--- src/rtl/sram_port_arbiter.sv ---
// Two-master arbiter in front of a single-port SRAM.
// It accepts one request at a time, alternating between the masters when both
// are waiting. It drives one SRAM access and returns one response to the
// master that made the request. Illegal requests are answered as denied and
// never reach the SRAM.
module sram_port_arbiter #(
   parameter int DATA_W  = 32,
   parameter int ADDR_W  = 32,
   parameter int SRAM_AW = 12
) (
   input  logic                  clk,
   input  logic                  rst_n,
   // master 0 (Dcache)
   input  logic                  m0_a_valid,
   output logic                  m0_a_ready,
   input  logic [2:0]            m0_a_opcode,
   input  logic [3:0]            m0_a_size,
   input  logic [DATA_W/8-1:0]   m0_a_mask,
   input  logic [ADDR_W-1:0]     m0_a_address,
   input  logic [DATA_W-1:0]     m0_a_data,
   input  logic [4:0]            m0_a_source,
   output logic                  m0_d_valid,
   input  logic                  m0_d_ready,
   // master 1 (Icache)
   input  logic                  m1_a_valid,
   output logic                  m1_a_ready,
   input  logic [2:0]            m1_a_opcode,
   input  logic [3:0]            m1_a_size,
   input  logic [DATA_W/8-1:0]   m1_a_mask,
   input  logic [ADDR_W-1:0]     m1_a_address,
   input  logic [DATA_W-1:0]     m1_a_data,
   input  logic [4:0]            m1_a_source,
   output logic                  m1_d_valid,
   input  logic                  m1_d_ready,
   // shared response fields
   output logic [2:0]            d_opcode,
   output logic [DATA_W-1:0]     d_data,
   output logic [4:0]            d_source,
   output logic [3:0]            d_size,
   output logic                  d_denied,
   output logic                  d_corrupt,
   // SRAM macro
   output logic                  sram_en,
   output logic                  sram_we,
   output logic [SRAM_AW-1:0]    sram_addr,
   output logic [DATA_W-1:0]     sram_wdata,
   output logic [DATA_W/8-1:0]   sram_wmask,
   input  logic [DATA_W-1:0]     sram_rdata
);

   localparam int MW = DATA_W / 8;

   typedef enum logic [1:0] {S_IDLE, S_ACCESS, S_CAPTURE, S_RESP} state_t;

   state_t              r_state;
   logic                r_last;      // master served most recently
   logic                r_master;    // master owning the transaction in flight
   logic [2:0]          r_opcode;
   logic [3:0]          r_size;
   logic [4:0]          r_source;
   logic                r_sram_en;
   logic                r_sram_we;
   logic [SRAM_AW-1:0]  r_sram_addr;
   logic [DATA_W-1:0]   r_sram_wdata;
   logic [MW-1:0]       r_sram_wmask;
   logic                r_m0_d_valid;
   logic                r_m1_d_valid;
   logic [2:0]          r_d_opcode;
   logic [DATA_W-1:0]   r_d_data;
   logic [4:0]          r_d_source;
   logic [3:0]          r_d_size;
   logic                r_d_denied;

   logic                w_grant_vld;
   logic                w_grant;
   logic [2:0]          w_sel_opcode;
   logic [3:0]          w_sel_size;
   logic [MW-1:0]       w_sel_mask;
   logic [ADDR_W-1:0]   w_sel_address;
   logic [DATA_W-1:0]   w_sel_data;
   logic [4:0]          w_sel_source;
   logic                w_legal;
   logic                w_resp_ready;
   logic                w_unused_addr;

   // Round-robin pick: a lone requester wins, a tie goes to the master not served last
   always_comb begin
      w_grant_vld = m0_a_valid | m1_a_valid;
      if (m0_a_valid && m1_a_valid) begin
         w_grant = ~r_last;
      end else begin
         w_grant = m1_a_valid;
      end
   end

   // Route the granted master's request fields to the latch inputs
   always_comb begin
      if (w_grant) begin
         w_sel_opcode  = m1_a_opcode;
         w_sel_size    = m1_a_size;
         w_sel_mask    = m1_a_mask;
         w_sel_address = m1_a_address;
         w_sel_data    = m1_a_data;
         w_sel_source  = m1_a_source;
      end else begin
         w_sel_opcode  = m0_a_opcode;
         w_sel_size    = m0_a_size;
         w_sel_mask    = m0_a_mask;
         w_sel_address = m0_a_address;
         w_sel_data    = m0_a_data;
         w_sel_source  = m0_a_source;
      end
   end

   assign w_legal       = ((w_sel_opcode == 3'd0) || (w_sel_opcode == 3'd4)) && (w_sel_size == 4'd2);
   assign w_resp_ready  = r_master ? m1_d_ready : m0_d_ready;
   assign w_unused_addr = ^{w_sel_address[ADDR_W-1:SRAM_AW+2], w_sel_address[1:0]};

   // a_ready is held low while reset is asserted so every output reads 0 in reset
   assign m0_a_ready = rst_n & (r_state == S_IDLE) & w_grant_vld & ~w_grant;
   assign m1_a_ready = rst_n & (r_state == S_IDLE) & w_grant_vld &  w_grant;

   // Transaction sequencer: accept, drive SRAM, capture read data, hold response
   always_ff @(posedge clk or negedge rst_n) begin
      if (!rst_n) begin
         r_state      <= S_IDLE;
         r_last       <= 1'b1;
         r_master     <= 1'b0;
         r_opcode     <= '0;
         r_size       <= '0;
         r_source     <= '0;
         r_sram_en    <= 1'b0;
         r_sram_we    <= 1'b0;
         r_sram_addr  <= '0;
         r_sram_wdata <= '0;
         r_sram_wmask <= '0;
         r_m0_d_valid <= 1'b0;
         r_m1_d_valid <= 1'b0;
         r_d_opcode   <= '0;
         r_d_data     <= '0;
         r_d_source   <= '0;
         r_d_size     <= '0;
         r_d_denied   <= 1'b0;
      end else begin
         case (r_state)
            S_IDLE: begin
               if (w_grant_vld) begin
                  r_master <= w_grant;
                  r_last   <= w_grant;
                  r_opcode <= w_sel_opcode;
                  r_size   <= w_sel_size;
                  r_source <= w_sel_source;
                  if (w_legal) begin
                     r_state      <= S_ACCESS;
                     r_sram_en    <= 1'b1;
                     r_sram_we    <= (w_sel_opcode == 3'd0);
                     r_sram_addr  <= w_sel_address[SRAM_AW+1:2];
                     r_sram_wdata <= w_sel_data;
                     r_sram_wmask <= (w_sel_opcode == 3'd0) ? w_sel_mask : '0;
                  end else begin
                     // Denied: skip the SRAM entirely and answer next cycle
                     r_state      <= S_RESP;
                     r_m0_d_valid <= ~w_grant;
                     r_m1_d_valid <= w_grant;
                     r_d_opcode   <= 3'd0;
                     r_d_data     <= '0;
                     r_d_source   <= w_sel_source;
                     r_d_size     <= w_sel_size;
                     r_d_denied   <= 1'b1;
                  end
               end
            end
            S_ACCESS: begin
               r_sram_en    <= 1'b0;
               r_sram_we    <= 1'b0;
               r_sram_wmask <= '0;
               if (r_opcode == 3'd4) begin
                  r_state <= S_CAPTURE;
               end else begin
                  r_state      <= S_RESP;
                  r_m0_d_valid <= ~r_master;
                  r_m1_d_valid <= r_master;
                  r_d_opcode   <= 3'd0;
                  r_d_data     <= '0;
                  r_d_source   <= r_source;
                  r_d_size     <= r_size;
                  r_d_denied   <= 1'b0;
               end
            end
            S_CAPTURE: begin
               r_state      <= S_RESP;
               r_m0_d_valid <= ~r_master;
               r_m1_d_valid <= r_master;
               r_d_opcode   <= 3'd1;
               r_d_data     <= sram_rdata;
               r_d_source   <= r_source;
               r_d_size     <= r_size;
               r_d_denied   <= 1'b0;
            end
            S_RESP: begin
               // Only the owning master's d_ready can close the response
               if (w_resp_ready) begin
                  r_state      <= S_IDLE;
                  r_m0_d_valid <= 1'b0;
                  r_m1_d_valid <= 1'b0;
               end
            end
            default: r_state <= S_IDLE;
         endcase
      end
   end

   assign m0_d_valid = r_m0_d_valid;
   assign m1_d_valid = r_m1_d_valid;
   assign d_opcode   = r_d_opcode;
   assign d_data     = r_d_data;
   assign d_source   = r_d_source;
   assign d_size     = r_d_size;
   assign d_denied   = r_d_denied;
   assign d_corrupt  = 1'b0;
   assign sram_en    = r_sram_en;
   assign sram_we    = r_sram_we;
   assign sram_addr  = r_sram_addr;
   assign sram_wdata = r_sram_wdata;
   assign sram_wmask = r_sram_wmask;

endmodule

--- config.mk ---
export PLATFORM = sky130hd
export DESIGN_NAME = sram_port_arbiter
export DESIGN_NICKNAME = d
export VERILOG_FILES = /design/src/rtl/sram_port_arbiter.sv
export SDC_FILE = /design/constraint.sdc
export NUM_CORES = 1
export LEC_CHECK = 0
export CORE_AREA = 2 2 115 117
export DETAILED_ROUTE_END_ITERATION = 10
export DIE_AREA = 0 0 117 119
export GPL_ROUTABILITY_DRIVEN = 0
export GPL_TIMING_DRIVEN = 0
export PLACE_DENSITY = 0.95
export SYNTH_ARGS = -nofsm -noshare
export SYNTH_HDL_FRONTEND = slang
export SYNTH_SLANG_ARGS = --single-unit
--- constraint.sdc ---
create_clock -name clk -period 3.9 [get_ports clk]
set_input_delay 1.17 -clock clk [delete_from_list [all_inputs] [get_ports clk]]
set_output_delay 1.17 -clock clk [all_outputs]
set_load 0.01 [all_outputs]
==> results.toml, run 1 <==
[layout]
instances_no_fill = 1005
n_antenna_cell = 0
layout.nets = 1028
syn_to_final_growth_pct = 60.3
drive_above_1_share = 0.0483

[critical_path]
cp_max_fo = 5
rr_worst_depth = 8
crit_slowest_cell = "clkdlybuf4s50_1"
end_kind = "primary output"
worstSetupPathType = "input port to primary output"
rr_startpoint = "r_state[0]$_DFFE_PN0P_"
r2r-end = "sram_addr[8]$_DFFE_PN0P_"
crit_arrival_ns = 2.65
max_stage_delay_ns = 0.56
regToRegSetupSlack_ns = 1.02
worst_setup_path_start_kind = "input port"
path_cells = "dlygate4sd2_1, a21boi_4, clkbuf_8, and3_1, clkdlybuf4s50_1"
crit_required_ns = 2.73

[die]
die_y_um = 119
io_pins = 298
die-area_um2 = 13900
rows = 42
die_w_um = 117
start_util = 0.406
coreArea_um2 = 12900

[sta]
fin_crit_ns = 3.82
maxSlewViolCount = 0
timing.hold.ws_ns = 0.485
fmax_ghz = 0.261
tightest_slew_ns = 0.669
skew_ns = 0.00655
fin_crit_sh = 0.981
finalHoldViolCount = 0
grt_setup_unrepaired = "false"
fin_setup_tns_ns = 0
max_slew_margin = 0.554
setup_viol = 0

[cts]
hold_buffers = 0
cts.clk_slew.worst_paths_ns = 0.07
ctsRootBufferMaster = "clkbuf_16"
cts_tree = "built"
cts_buffer_depth = 2
htreeDepth = 3
cts_buffers = 9
clock-sinks = 111
worstSkewPairLatency_ns = 0.34

[global_routing]
grt_pass1_wl_mm = 27.0
grt_start_max_net_pins = 59
grt-ovfl-total = 0
grt_pass1_vias = 5451
grtUsageTotal = 0.253
antenna_found_initial = 0

[pwr]
combPwrFrac = 0.484
leakagePower_nw = 3.80
clkPwrFrac = 0.168
peakVddDrop_mv = 0.432
intPower_w = 0.00352
seqPwrFrac = 0.348
powerDensity_nw_per_um2 = 657
p_switching_w = 0.00198
switching_share = 0.359

[detailed_routing]
drtIter0Drc = 391
wl_met1_mm = 6.84
dr.pass1.iters = 6
routed-wl-met2_mm = 8.66
ant_nets = 0
met3_wirelength_mm = 1.49
avgViaCountPerCell = 5.14
top_layer = "met4"
post-route-drc-count = 0
finalWirelength_mm = 17.5
vias = 5166
routedWlPerCell_um = 17.4

[placed_design]
dp_hpwl_mm = 13.2
port_buffers = 254
place_inst = 990

[logic_synthesis]
synthFlopType = "dfrtp_1"
yosys_warnings = 0
netlist_instances = 557
synth_edf_count = 0
ys_ff_latch = 111
syn_area_um2 = 5220
ys_seq_area_frac = 0.532
avgSynthCellArea_um2 = 9.38
ys_async_sr_fraction = 1.00
ys_types = 34

[worst_hold_path]
min_path_type = "register to register"
holdPathStages = 2
holdPathEnd = "r_size[3]$_DFFE_PN0P_"
hold_path.startpoint = "r_size[3]$_DFFE_PN0P_"

[job]
cap_violations = 0

[run_status]
status = "complete, no violations"
## kinds of logic after synthesis
logic type,synth area share
compound gates,0.104
fa+ha+maj,0.0144
buf+inv,0.0609
flops,0.532
mux,0.122
other cells,0.000718
simple gates,0.166
## how the worst max path moves through the flow
stage | from | end | slack [ns] | cells past startpoint
after CTS | m0_a_valid | m0_a_ready | 0.02 | 6
after detailed placement | m1_a_valid | m1_a_ready | -1.18 | 6
after global routing | m1_a_valid | m1_a_ready | 0.02 | 5
after global placement | rst_n | m0_a_ready | -3.81 | 3
after floorplan | m1_a_valid | m0_a_ready | 0.42 | 5
final | m1_a_valid | m1_a_ready | 0.08 | 5
## what timing repair did
action	in CTS	in global routing
resized for setup	15	4
setup endpoints to repair	2	14
buffers inserted	2	0
## registers in the layout (all words and copies together), names as in the netlist, 2 cells and up
| signal | cells |
|---|---|
| d_data | 32 |
| d_size | 4 |
| d_source | 5 |
| r_opcode | 3 |
| r_size | 4 |
| r_source | 5 |
| r_state | 2 |
| sram_addr | 12 |
| sram_wdata | 32 |
| sram_wmask | 4 |
## layout by cell type, fill, tap and decap left out, types with 2 or more instances in the layout
cell,instances
clkdlybuf4s50_1,250
nand2_1,147
dfrtp_1,110
mux2i_1,50
nor2_1,48
a31oi_1,47
inv_1,38
clkbuf_1,26
o21ai_0,23
clkbuf_16,9
buf_4,8
mux2_1,7
ha_1,6
mux2_2,5
nand3b_1,5
nor4_1,4
a21oi_1,4
o31ai_1,4
buf_6,3
and3_1,3
nand2b_1,3
conb_1,3
clkinv_2,3
clkbuf_8,2
o22ai_1,2
## critical path: cells and delay by family
family	cells	cell delay (ns)
compound gates	1	0.28
simple gates	1	0.15
buf+inv	3	1.06
## power groups by stage
stage               Clock [W]  Combinational, W  Sequential [W]
floorplan                   0           0.00117         0.00205
global placement            0           0.00257         0.00189
detailed placement          0           0.00265         0.00191
CTS                  0.000941           0.00269         0.00191
global route         0.000995           0.00289         0.00197
finish               0.000921           0.00266         0.00192
## area by class of cell
type,instances,area (µm²)
repair buffers,257,2580
clock buffers,12,246
inverters,38,143
fillers,992,4500
multi-input cells,372,2160
well taps,176,220
plain buffers,35,195
clock inverters,4,45.0
flip-flops and latches,111,2780
## Yosys cell counts (2+ instances only)
master | count | area (µm²)
mux2i_1 | 50 | 500
mux2_2 | 5 | 56.3
nor2_1 | 48 | 180
and3_1 | 3 | 18.8
mux2_1 | 7 | 78.8
nand3b_1 | 5 | 37.5
nand2_1 | 147 | 552
inv_1 | 38 | 143
buf_2 | 2 | 10.0
a21oi_1 | 5 | 25.0
o22ai_1 | 2 | 12.5
o31ai_1 | 4 | 30.0
clkbuf_1 | 28 | 105
ha_1 | 6 | 75.1
nand2b_1 | 3 | 18.8
nor4_1 | 4 | 25.0
buf_4 | 6 | 45.0
o21ai_0 | 23 | 115
a31oi_1 | 47 | 294
dfrtp_1 | 110 | 2750
## stage by stage
stage	instance area [µm²]	util	setup WS (ns)	total power, W
final	8370	0.650	0.0759	0.00550
after CTS	8370	0.650	0.0209	0.00554
after floorplan	5230	-	0.419	0.00321
after global routing	8370	0.650	0.0190	0.00585
after global placement	7990	0.621	-3.81	0.00446
after detailed placement	8020	0.623	-1.18	0.00456
## layer usage
metal,vias up,track usage
met5,-,0
met4,0,0.110
met3,41,0.0728
met2,241,0.425
li1,2378,-
met1,2506,0.297
Note: power is estimated with default switching activity, not from simulation.
==> run 2: changes to the inputs <==
--- a/config.mk
+++ b/config.mk
@@ -11,6 +11,7 @@
 export GPL_ROUTABILITY_DRIVEN = 0
 export GPL_TIMING_DRIVEN = 0
 export PLACE_DENSITY = 0.95
+export SKIP_LAST_GASP = 1
 export SYNTH_ARGS = -nofsm -noshare
 export SYNTH_HDL_FRONTEND = slang
 export SYNTH_SLANG_ARGS = --single-unit
==> results of run 2 <==
No change in the layout: final DEF, timing and power equal those of run 1.
